<file path="config.mk">
export PLATFORM = sky130hd
export DESIGN_NAME = issue_rat_freelist_ckpt
export DESIGN_NICKNAME = d
export VERILOG_FILES = /design/src/rtl/issue_rat_pkg.sv /design/src/rtl/issue_rat_fgr_ckpt.sv /design/src/rtl/issue_rat_freelist_ckpt.sv
export SDC_FILE = /design/constraint.sdc
export NUM_CORES = 1
export LEC_CHECK = 0
export BUFFER_PORTS_ARGS = -buffer_cell sky130_fd_sc_hd__clkbuf_2
export CAP_MARGIN = 40
export CORE_MARGIN = 2
export CORE_UTILIZATION = 40
export CTS_CLUSTER_DIAMETER = 50
export DETAILED_ROUTE_END_ITERATION = 10
export SKIP_CTS_REPAIR_TIMING = 1
export SLEW_MARGIN = 20
export SYNTH_ARGS = -nofsm -noshare
export SYNTH_HDL_FRONTEND = slang
export SYNTH_SLANG_ARGS = --single-unit
</file>
<file path="constraint.sdc">
create_clock -name clk -period 3.9 [get_ports clk]
set_input_delay 0.195 -clock clk [delete_from_list [all_inputs] [get_ports clk]]
set_output_delay 0.195 -clock clk [all_outputs]
set_load 0.05 [all_outputs]
</file>
<file path="src/rtl/issue_rat_pkg.sv">
// Shared definitions for the issue-stage RAT free list with FGR checkpoints.
// Holds the default configuration (64 physical, 32 architectural registers,
// 8 speculation groups) and the widths and types derived from it.
package issue_rat_pkg;

  localparam int unsigned PRF_COUNT_DEFAULT  = 64;
  localparam int unsigned ARCH_COUNT_DEFAULT = 32;
  localparam int unsigned FGR_COUNT_DEFAULT  = 8;

  localparam int unsigned PRF_W = $clog2(PRF_COUNT_DEFAULT);
  localparam int unsigned FGR_W = $clog2(FGR_COUNT_DEFAULT);
  // Pointer carries one extra wrap bit to tell full from empty.
  localparam int unsigned PTR_W = PRF_W + 1;

  typedef logic [PTR_W-1:0]             ptr_t;
  typedef logic [FGR_COUNT_DEFAULT-1:0] fgr_mask_t;

endpackage

</file>
<file path="src/rtl/issue_rat_fgr_ckpt.sv">
// Checkpoint table for the free-list read pointer, one slot per speculation
// group (FGR). Tracks which groups are open and, per group, which groups
// were already open when it was created, so abandoning a group also drops
// every younger group.
//
// Ports:
//   clk_i, rst_ni          clock, asynchronous active-low reset
//   create_i               speculative acquire handshake this cycle
//   create_fgr_i           group of that acquire
//   create_ptr_i           read pointer before the acquire increments it
//   commit_valid_i/fgr_i   commit strobe and group
//   abandon_valid_i/fgr_i  abandon strobe and group
//   restore_valid_o        abandon hits an open group; rd_ptr must roll back
//   restore_ptr_o          checkpointed read pointer of the abandoned group
module issue_rat_fgr_ckpt
  import issue_rat_pkg::*;
#(
  parameter int unsigned FGR_COUNT = FGR_COUNT_DEFAULT,
  parameter int unsigned FGR_WIDTH = FGR_W,
  parameter int unsigned PTR_WIDTH = PTR_W
) (
  input  logic                 clk_i,
  input  logic                 rst_ni,
  input  logic                 create_i,
  input  logic [FGR_WIDTH-1:0] create_fgr_i,
  input  logic [PTR_WIDTH-1:0] create_ptr_i,
  input  logic                 commit_valid_i,
  input  logic [FGR_WIDTH-1:0] commit_fgr_i,
  input  logic                 abandon_valid_i,
  input  logic [FGR_WIDTH-1:0] abandon_fgr_i,
  output logic                 restore_valid_o,
  output logic [PTR_WIDTH-1:0] restore_ptr_o
);

  logic [PTR_WIDTH-1:0] ckpt_ptr_q   [FGR_COUNT];
  logic [PTR_WIDTH-1:0] ckpt_ptr_d   [FGR_COUNT];
  logic [FGR_COUNT-1:0] older_mask_q [FGR_COUNT];
  logic [FGR_COUNT-1:0] older_mask_d [FGR_COUNT];
  logic [FGR_COUNT-1:0] ckpt_valid_q;
  logic [FGR_COUNT-1:0] ckpt_valid_d;

  logic create_ok;
  logic commit_ok;

  assign restore_valid_o = abandon_valid_i && ckpt_valid_q[abandon_fgr_i];
  assign restore_ptr_o   = ckpt_ptr_q[abandon_fgr_i];

  // A commit on the same group in the same cycle cancels the new checkpoint.
  assign create_ok = create_i && !ckpt_valid_q[create_fgr_i] &&
                     !(commit_valid_i && (commit_fgr_i == create_fgr_i));
  // Abandon of the same group wins over the commit.
  assign commit_ok = commit_valid_i && ckpt_valid_q[commit_fgr_i] &&
                     !(restore_valid_o && (abandon_fgr_i == commit_fgr_i));

  always_comb begin
    ckpt_ptr_d   = ckpt_ptr_q;
    older_mask_d = older_mask_q;
    ckpt_valid_d = ckpt_valid_q;

    if (create_ok) begin
      ckpt_ptr_d[create_fgr_i]   = create_ptr_i;
      ckpt_valid_d[create_fgr_i] = 1'b1;
      older_mask_d[create_fgr_i] = ckpt_valid_q;
    end

    // Applied after create so a fresh mask never names a retiring group.
    if (commit_ok) begin
      ckpt_valid_d[commit_fgr_i] = 1'b0;
      for (int unsigned j = 0; j < FGR_COUNT; j++) begin
        older_mask_d[j][commit_fgr_i] = 1'b0;
      end
    end

    // Drop the abandoned group and every group opened after it.
    if (restore_valid_o) begin
      for (int unsigned j = 0; j < FGR_COUNT; j++) begin
        if ((FGR_WIDTH'(j) == abandon_fgr_i) || older_mask_q[j][abandon_fgr_i]) begin
          ckpt_valid_d[j] = 1'b0;
          older_mask_d[j] = '0;
        end
      end
    end
  end

  always_ff @(posedge clk_i or negedge rst_ni) begin
    if (!rst_ni) begin
      for (int unsigned j = 0; j < FGR_COUNT; j++) begin
        ckpt_ptr_q[j]   <= '0;
        older_mask_q[j] <= '0;
      end
      ckpt_valid_q <= '0;
    end else begin
      ckpt_ptr_q   <= ckpt_ptr_d;
      older_mask_q <= older_mask_d;
      ckpt_valid_q <= ckpt_valid_d;
    end
  end

endmodule

</file>
<file path="src/rtl/issue_rat_freelist_ckpt.sv">
// Issue-stage RAT free list: circular FIFO of free physical register tags
// with show-ahead acquire, a redeem (return) port, and per-FGR read-pointer
// checkpoints so an abandon rolls back every tag acquired under that group
// and all younger groups in one cycle.
//
// Ports:
//   clk, resetn                         clock, asynchronous active-low reset
//   i_redeemed_prf/valid, o_redeemed_ready   tag return handshake
//   o_acquire_prf/valid, i_acquire_ready     head tag handshake
//   i_acquire_fgr, i_acquire_fgr_speculative group of the acquire
//   i_commit_fgr/valid                  group commit strobe
//   i_abandon_fgr/valid                 group abandon strobe
//   o_free_count                        free tags (wr_ptr - rd_ptr)
module issue_rat_freelist_ckpt
  import issue_rat_pkg::*;
#(
  parameter int unsigned PRF_COUNT  = PRF_COUNT_DEFAULT,
  parameter int unsigned ARCH_COUNT = ARCH_COUNT_DEFAULT,
  parameter int unsigned FGR_COUNT  = FGR_COUNT_DEFAULT,
  localparam int unsigned PrfW = $clog2(PRF_COUNT),
  localparam int unsigned FgrW = $clog2(FGR_COUNT),
  localparam int unsigned PtrW = PrfW + 1
) (
  input  logic            clk,
  input  logic            resetn,
  input  logic [PrfW-1:0] i_redeemed_prf,
  input  logic            i_redeemed_valid,
  output logic            o_redeemed_ready,
  output logic [PrfW-1:0] o_acquire_prf,
  output logic            o_acquire_valid,
  input  logic [FgrW-1:0] i_acquire_fgr,
  input  logic            i_acquire_fgr_speculative,
  input  logic            i_acquire_ready,
  input  logic [FgrW-1:0] i_commit_fgr,
  input  logic            i_commit_valid,
  input  logic [FgrW-1:0] i_abandon_fgr,
  input  logic            i_abandon_valid,
  output logic [PtrW-1:0] o_free_count
);

  localparam int unsigned InitFree = PRF_COUNT - ARCH_COUNT;

  logic [PrfW-1:0] mem_q [PRF_COUNT];
  logic [PrfW-1:0] mem_d [PRF_COUNT];
  logic [PtrW-1:0] rd_ptr_q, rd_ptr_d;
  logic [PtrW-1:0] wr_ptr_q, wr_ptr_d;

  logic            empty;
  logic            full;
  logic            acquire_fire;
  logic            redeem_fire;
  logic            restore_valid;
  logic [PtrW-1:0] restore_ptr;

  assign empty = (rd_ptr_q == wr_ptr_q);
  // Full: same slot index, opposite wrap bit.
  assign full  = ((rd_ptr_q ^ wr_ptr_q) == {1'b1, {PrfW{1'b0}}});

  // An abandon blocks acquire so no tag is handed out from a pointer
  // that is about to be rolled back.
  assign o_acquire_valid  = !empty && !i_abandon_valid;
  assign o_acquire_prf    = mem_q[rd_ptr_q[PrfW-1:0]];
  assign o_redeemed_ready = !full;
  assign o_free_count     = wr_ptr_q - rd_ptr_q;

  assign acquire_fire = o_acquire_valid && i_acquire_ready;
  assign redeem_fire  = i_redeemed_valid && o_redeemed_ready;

  issue_rat_fgr_ckpt #(
    .FGR_COUNT (FGR_COUNT),
    .FGR_WIDTH (FgrW),
    .PTR_WIDTH (PtrW)
  ) u_fgr_ckpt (
    .clk_i           (clk),
    .rst_ni          (resetn),
    .create_i        (acquire_fire && i_acquire_fgr_speculative),
    .create_fgr_i    (i_acquire_fgr),
    .create_ptr_i    (rd_ptr_q),
    .commit_valid_i  (i_commit_valid),
    .commit_fgr_i    (i_commit_fgr),
    .abandon_valid_i (i_abandon_valid),
    .abandon_fgr_i   (i_abandon_fgr),
    .restore_valid_o (restore_valid),
    .restore_ptr_o   (restore_ptr)
  );

  always_comb begin
    mem_d    = mem_q;
    wr_ptr_d = wr_ptr_q;
    if (redeem_fire) begin
      mem_d[wr_ptr_q[PrfW-1:0]] = i_redeemed_prf;
      wr_ptr_d                  = wr_ptr_q + PtrW'(1);
    end
  end

  always_comb begin
    rd_ptr_d = rd_ptr_q;
    if (restore_valid) begin
      rd_ptr_d = restore_ptr;
    end else if (acquire_fire) begin
      rd_ptr_d = rd_ptr_q + PtrW'(1);
    end
  end

  always_ff @(posedge clk or negedge resetn) begin
    if (!resetn) begin
      // Tags below ARCH_COUNT hold the reset architectural mapping.
      for (int unsigned i = 0; i < PRF_COUNT; i++) begin
        mem_q[i] <= (i < InitFree) ? PrfW'(ARCH_COUNT + i) : '0;
      end
      rd_ptr_q <= '0;
      wr_ptr_q <= PtrW'(InitFree);
    end else begin
      mem_q    <= mem_d;
      rd_ptr_q <= rd_ptr_d;
      wr_ptr_q <= wr_ptr_d;
    end
  end

endmodule

</file>
==> results of run 1 <==
cells in the final DEF, fill, tap and decap left out, types with 7 or more instances in the layout:
cell	count
nand3_1	21
nor2_2	10
nor2b_1	17
a21oi_1	18
clkbuf_8	11
dfstp_2	113
ha_1	8
mux2_2	423
and3_1	9
clkinv_2	9
xnor2_1	12
a221oi_1	7
nor3_1	69
nand2b_1	7
mux4_2	104
o211ai_1	7
o21ai_0	53
o22ai_1	13
nor2_1	74
buf_4	66
dfrtp_1	402
mux2i_1	88
nand2_1	97
a22oi_1	10
a211oi_1	9
inv_1	8
clkbuf_16	56
clkbuf_1	15
clkbuf_2	35
nand4_1	7
state kept, by name, indices dropped and copies added (netlist names):
signal	cells
wr_ptr_q	7
mem_q	384
rd_ptr_q	7
u_fgr_ckpt.ckpt_valid_q	8
u_fgr_ckpt.ckpt_ptr_q	56
u_fgr_ckpt.older_mask_q	56
logic make-up after synthesis:
family | share of synthesized area, %
AOI/OAI and AO/OA | 4.17
xor gates and xnor gates | 0.628
adders and majority gates | 0.482
buffers and inverters | 2.73
DFF | 52.6
muxes | 32.5
and+or+nand+nor | 6.90
path summary, 6_finish.rpt:
kind,startpoint,endpoint,slack (ns),cells after the start
setup reg to reg,rd_ptr_q[2],mem_q[229],0.50,8
hold reg to reg,u_fgr_ckpt.ckpt_ptr_q[15],u_fgr_ckpt.ckpt_ptr_q[15],0.48,2
min in group asynchronous,resetn,mem_q[110],0.26,2
hold / removal,i_acquire_fgr[1],u_fgr_ckpt.ckpt_valid_q[7],0.11,3
setup / recovery,rd_ptr_q[2],o_acquire_prf[5],0.20,7
max in group asynchronous,resetn,mem_q[349],2.48,3
critical path, stage by stage, from the launching register on:
cell and delay [ns]:
dfrtp_2 0.61, buf_4 0.47, mux4_2 0.33, o22ai_1 0.11
o31ai_1 0.51, a22oi_1 0.27, o211ai_1 0.20, clkbuf_2 0.33
cell type report:
cell class,count,share of cell area (%)
Tap cell,837,3.73
Sequential cell,518,46.6
Timing Repair Buffer,116,3.21
Clock inverter,21,0.970
Clock buffer,82,5.72
Inverter,12,0.160
Antenna cell,1,0.00890
Multi-Input combinational cell,1152,39.6
power by group through the flow:
stage               sequential, W  combinational [W]  clock, W
CTS                       0.00840            0.00727   0.00555
global placement          0.00838            0.00712         0
finish                    0.00836            0.00741   0.00543
detailed placement        0.00848            0.00725         0
floorplan                 0.00791            0.00553         0
global route              0.00856            0.00793   0.00578
per-layer routing:
layer	GRT usage, %	vias to the layer above	routed length [µm]
met1	28.2	8164	29200
met4	5.39	4	1380
met2	32.0	413	29600
met5	0	-	20
li1	-	6768	-
met3	4.17	97	3640
stage by stage:
stage                     worst slack, ns  hold slack [ns]  std cells  total power [W]  setup TNS [ns]
after floorplan                     0.482           -0.101       1820           0.0134               0
after global placement              0.477            0.329       2618           0.0155               0
after detailed placement            0.531            0.332       2624           0.0157               0
after CTS                         -0.0736           -0.322       2727           0.0212          -0.204
after global routing               0.0854            0.115       2739           0.0223               0
final                               0.204            0.108       2739           0.0212               0
==> flow_metrics.py, run 1 <==
metrics = {
    "outcome": {
        "outcome": "finished, final reports clean",
    },
    "power_and_ir_drop": {
        "swShare_pct": 35.0,
        "vdd_drop_max_uv": 370,
        "combPwrFrac_pct": 35.0,
        "netSwitchingPower_w": 0.00743,
        "intPower_w": 0.0138,
        "p_leak_nw": 12.6,
        "p_seq_share_pct": 39.5,
        "pwr_density_cell_nw_per_um2": 754,
        "pwr-share-clk_pct": 25.6,
    },
    "place": {
        "io_buffers": 36,
        "hpwl_um": 41600,
        "gp_congestion": 0.803,
        "placed_area_um2": 26100,
    },
    "sta": {
        "rsz0062_at_grt": "false",
        "fin_crit_sh_pct": 94.8,
        "finalCriticalPeriod_ns": 3.70,
        "timing.fmax_ghz": 0.271,
        "setup_viol": 0,
        "finalHoldViolCount": 0,
        "max_slew_margin_pct": 40.4,
        "maxSlewViolCount": 0,
        "finClkSkew_ns": 0.0313,
        "max_slew.worst_pin.slew_ns": 0.894,
    },
    "layout": {
        "layout.nets": 1887,
        "multi_input_area_um2": 11100,
        "drive_above_1_share_pct": 46.1,
        "area_growth_pct": 12.9,
        "seq_area_um2": 13100,
        "post-route-util_pct": 45.6,
        "fill_cells": 5469,
        "final_area_um2": 28100,
    },
    "logic_synthesis": {
        "yosysTopAreaCell": "dfrtp_1",
        "async_reset_ff_share_pct": 100,
        "synth_seq_area_share_pct": 52.6,
        "synth_seq_cells": 518,
        "yosys.area.top_type_share_pct": 40.7,
        "synthDistinctLibCells": 66,
        "synthMostInstantiatedCell": "mux2_2",
        "synthesis.area_um2": 24900,
        "yosys-top-cells-count": "mux2_2, dfrtp_1, dfstp_2, mux4_2, nand2_1",
        "synth_area_per_cell_um2": 13.7,
        "synthTopCellsByArea": "dfrtp_1, mux2_2, dfstp_2",
        "syn_nets": 1851,
        "synth_cells": 1820,
        "yosys_warnings": 0,
        "synth_flop_cell": "dfrtp_1",
        "synth_edf_count": 0,
    },
    "worst_setup_path": {
        "crit_arrival_ns": 3.50,
        "path_class": "flop to output port",
        "required_ns": 3.70,
        "crit_path_end_kind": "output port",
        "startpoint_type": "flop",
        "crit_fanout": 27,
    },
    "clocking": {
        "clockRootBuffer": "clkbuf_16",
        "clk_pin_slew_ns": 0.06,
        "htree_levels": 2,
        "clk_latency_ns": 0.62,
        "cts_tree": "yes",
        "clkSinkCount": 518,
        "clock_path_buffers": 3,
        "cts_buffers": 56,
    },
    "job": {
        "max_cap_violations": 0,
    },
    "die": {
        "row_count": 91,
        "fp.dieH_um": 254,
        "start_util_pct": 40.4,
        "die_area_um2": 64300,
        "ioPinCount": 37,
        "die_w_um": 254,
        "core_area_um2": 61600,
    },
    "drt": {
        "vias_per_cell": 5.64,
        "drtIter0Drc": 1227,
        "wl_per_cell_um": 23.3,
        "drc_errors": 0,
        "drt_pass1_iterations": 5,
        "vias": 15400,
        "wl_um": 63800,
        "ant_nets": 0,
    },
    "global_route": {
        "antenna_found_initial": 3,
        "grt_max_degree": 103,
        "overflow": 0,
        "grt_pass1_wl_um": 99500,
        "grt_pass1_vias": 16200,
        "track_usage_pct": 20.2,
    },
    "worst_hold_path": {
        "hp-class": "input pin to flop",
    },
}
Note: power is estimated with default switching activity, not from simulation.
==> run 2, diff against run 1 <==
--- a/config.mk
+++ b/config.mk
@@ -5,6 +5,7 @@
 export SDC_FILE = /design/constraint.sdc
 export NUM_CORES = 1
 export LEC_CHECK = 0
+export ABC_AREA = 1
 export BUFFER_PORTS_ARGS = -buffer_cell sky130_fd_sc_hd__clkbuf_2
 export CAP_MARGIN = 40
 export CORE_MARGIN = 2
==> flow_metrics.py, run 2 <==
metrics = {
    "outcome": {
        "outcome": "finished, final reports clean",
    },
    "clocking": {
        "clockRootBuffer": "clkbuf_16",
        "cts_tree": "yes",
        "clk_latency_ns": 0.60,
        "clk_pin_slew_ns": 0.06,
        "htree_levels": 3,
        "clkSinkCount": 518,
        "clock_path_buffers": 3,
        "cts_buffers": 67,
    },
    "sta": {
        "finClkSkew_ns": 0.0248,
        "timing.fmax_ghz": 0.286,
        "whs_ns": 0.0406,
        "finalHoldViolCount": 0,
        "finalCriticalPeriod_ns": 3.50,
        "max_slew.worst_pin.slew_ns": 0.872,
        "max_slew_margin_pct": 41.4,
        "fin_crit_sh_pct": 89.8,
        "maxSlewViolCount": 0,
        "setup_viol": 0,
        "rsz0062_at_grt": "false",
        "fin_tns_setup_ns": 0,
    },
    "worst_setup_path": {
        "reg2reg_depth": 11,
        "rrSetupSlack_ns": 0.77,
        "crit_fanout": 54,
        "crit_path_end_kind": "output port",
        "crit_family": "buffers and inverters",
        "crit_arrival_ns": 3.31,
        "critPathLaunch": "rd_ptr_q[1]",
        "timing.rr.start": "rd_ptr_q[4]",
        "path_class": "flop to output port",
        "startpoint_type": "flop",
        "required_ns": 3.70,
        "timing.rr.end": "u_fgr_ckpt.ckpt_ptr_q[4]",
        "crit_chain": "inv_2 > buf_4 > buf_4 > nor2_1 > o21ai_0 > a21oi_1 > nor2_1 > nand2_1 > nand3_1 > nand2_1 > clkbuf_2",
        "path_depth": 11,
        "endpoint": "o_acquire_prf[5]",
        "max_stage_delay_ns": 0.59,
        "cp_slowest_cell": "buf_4",
        "path_buf_inv": 4,
    },
    "power_and_ir_drop": {
        "swShare_pct": 39.8,
        "p_leak_nw": 14.0,
        "p_seq_share_pct": 37.4,
        "pwr_density_cell_nw_per_um2": 826,
        "intPower_w": 0.0146,
        "netSwitchingPower_w": 0.00961,
        "pwr-share-clk_pct": 25.9,
        "vdd_drop_max_uv": 1290,
        "combPwrFrac_pct": 36.7,
    },
    "logic_synthesis": {
        "yosys-top-cells-count": "nand2_1, o21ai_0, dfrtp_1, nor2_1, clkbuf_1",
        "synthDistinctLibCells": 40,
        "synthesis.area_um2": 26100,
        "synth_seq_cells": 518,
        "synth_seq_area_share_pct": 50.2,
        "yosysTopAreaCell": "dfrtp_1",
        "synth_edf_count": 0,
        "synth_cells": 3474,
        "synth_area_per_cell_um2": 7.52,
        "synthMostInstantiatedCell": "nand2_1",
        "async_reset_ff_share_pct": 100,
        "syn_nets": 3505,
        "synth_flop_cell": "dfrtp_1",
        "yosys.area.top_type_share_pct": 38.8,
        "yosys_warnings": 0,
        "synthTopCellsByArea": "dfrtp_1, nand2_1, o21ai_0",
    },
    "layout": {
        "fin_cells": 4302,
        "post-route-util_pct": 45.4,
        "top_register": "mem_q",
        "drive_above_1_share_pct": 10.2,
        "layout.nets": 3427,
        "final_common_cell": "nand2_1",
        "fill_cells": 6488,
        "multi_input_area_um2": 11300,
        "mostFrequentLayoutCells": "nand2_1, o21ai_0, dfrtp_1, nor2_1, nand3_1",
        "final_area_um2": 29300,
        "area_growth_pct": 12.1,
        "antenna_cells": 0,
        "largest_register_ff_count": 384,
        "top_regs": "mem_q: 384 flops, u_fgr_ckpt.ckpt_ptr_q: 56 flops, u_fgr_ckpt.older_mask_q: 56 flops",
        "seq_area_um2": 13100,
    },
    "drt": {
        "drtIter0Drc": 2143,
        "drt_pass1_iterations": 5,
        "vias_per_cell": 5.28,
        "ant_nets": 0,
        "wl_per_cell_um": 18.4,
        "drc_errors": 0,
        "wl_um": 79400,
        "vias": 22700,
    },
    "place": {
        "io_buffers": 36,
        "placed_area_um2": 27000,
        "gp_congestion": 0.862,
        "hpwl_um": 48800,
        "dpl.cell_count": 4179,
    },
    "global_route": {
        "grt_max_degree": 145,
        "grt_pass1_vias": 21700,
        "antenna_found_initial": 1,
        "track_usage_pct": 23.8,
        "grt_pass1_wl_um": 127000,
        "overflow": 0,
    },
    "die": {
        "core_area_um2": 64500,
        "row_count": 93,
        "fp.dieH_um": 259,
        "die_w_um": 259,
        "ioPinCount": 37,
        "start_util_pct": 40.5,
        "die_area_um2": 67300,
    },
    "job": {
        "max_cap_violations": 0,
    },
    "worst_hold_path": {
        "hp-class": "input pin to flop",
    },
}
==> run 2: power by group through the flow <==
stage	sequential (W)	combinational (W)	clock, W
2_1_floorplan	0.00867	0.00609	0
3_3_place_gp	0.00906	0.00862	0
3_5_place_dp	0.00906	0.00878	0
4_1_cts	0.00902	0.00882	0.00638
5_1_grt	0.00930	0.00995	0.00660
6_report	0.00904	0.00886	0.00626
==> run 2: how the worst min path moves through the flow <==
| stage | from | to | slack, ns | cells past startpoint |
|---|---|---|---|---|
| finish | i_redeemed_prf[4] | mem_q[136] | 0.04 | 3 |
| global route | i_redeemed_prf[4] | mem_q[154] | 0.05 | 3 |
| CTS | resetn | u_fgr_ckpt.ckpt_ptr_q[30] | -0.45 | 1 |
| detailed placement | resetn | u_fgr_ckpt.ckpt_ptr_q[31] | 0.18 | 1 |
| global placement | resetn | u_fgr_ckpt.ckpt_ptr_q[38] | 0.18 | 1 |
| floorplan | resetn | mem_q[0] | -0.10 | 0 |
==> run 2: cells by family after synthesis <==
logic type	Yosys count	share of synthesized area (%)
muxes	5	0.192
and+or+nand+nor	1787	27.4
buffers and inverters	394	6.39
DFF	518	50.2
xor gates and xnor gates	15	0.503
adders and majority gates	9	0.460
AOI/OAI and AO/OA	746	14.8
==> run 2: final cells by class <==
cell class | count | area share [%]
flip-flops and latches | 518 | 44.8
well taps | 855 | 3.66
clock inverters | 27 | 1.01
clock buffers | 93 | 6.65
inverters | 153 | 1.97
multi-input cells | 2562 | 38.8
repair buffers | 94 | 3.14
==> run 2: worst reg2reg max path: cells and delay by family, from the launching register on <==
family	cells	cell delay, ns
fa+ha+maj	1	0.31
simple gates	9	2.11
buf+inv	1	0.11
flops	1	0.55
==> run 2: routing by layer <==
layer	wire (µm)	GRT usage [%]
met1	36500	33.7
met2	35100	36.5
met4	2390	8.37
met5	11	0
met3	5390	4.41
==> run 2: metrics by stage <==
step	power [W]	setup WS, ns
finish	0.0242	0.397
global route	0.0258	0.270
CTS	0.0242	0.423
detailed placement	0.0178	0.833
global placement	0.0177	0.423
floorplan	0.0148	0.625
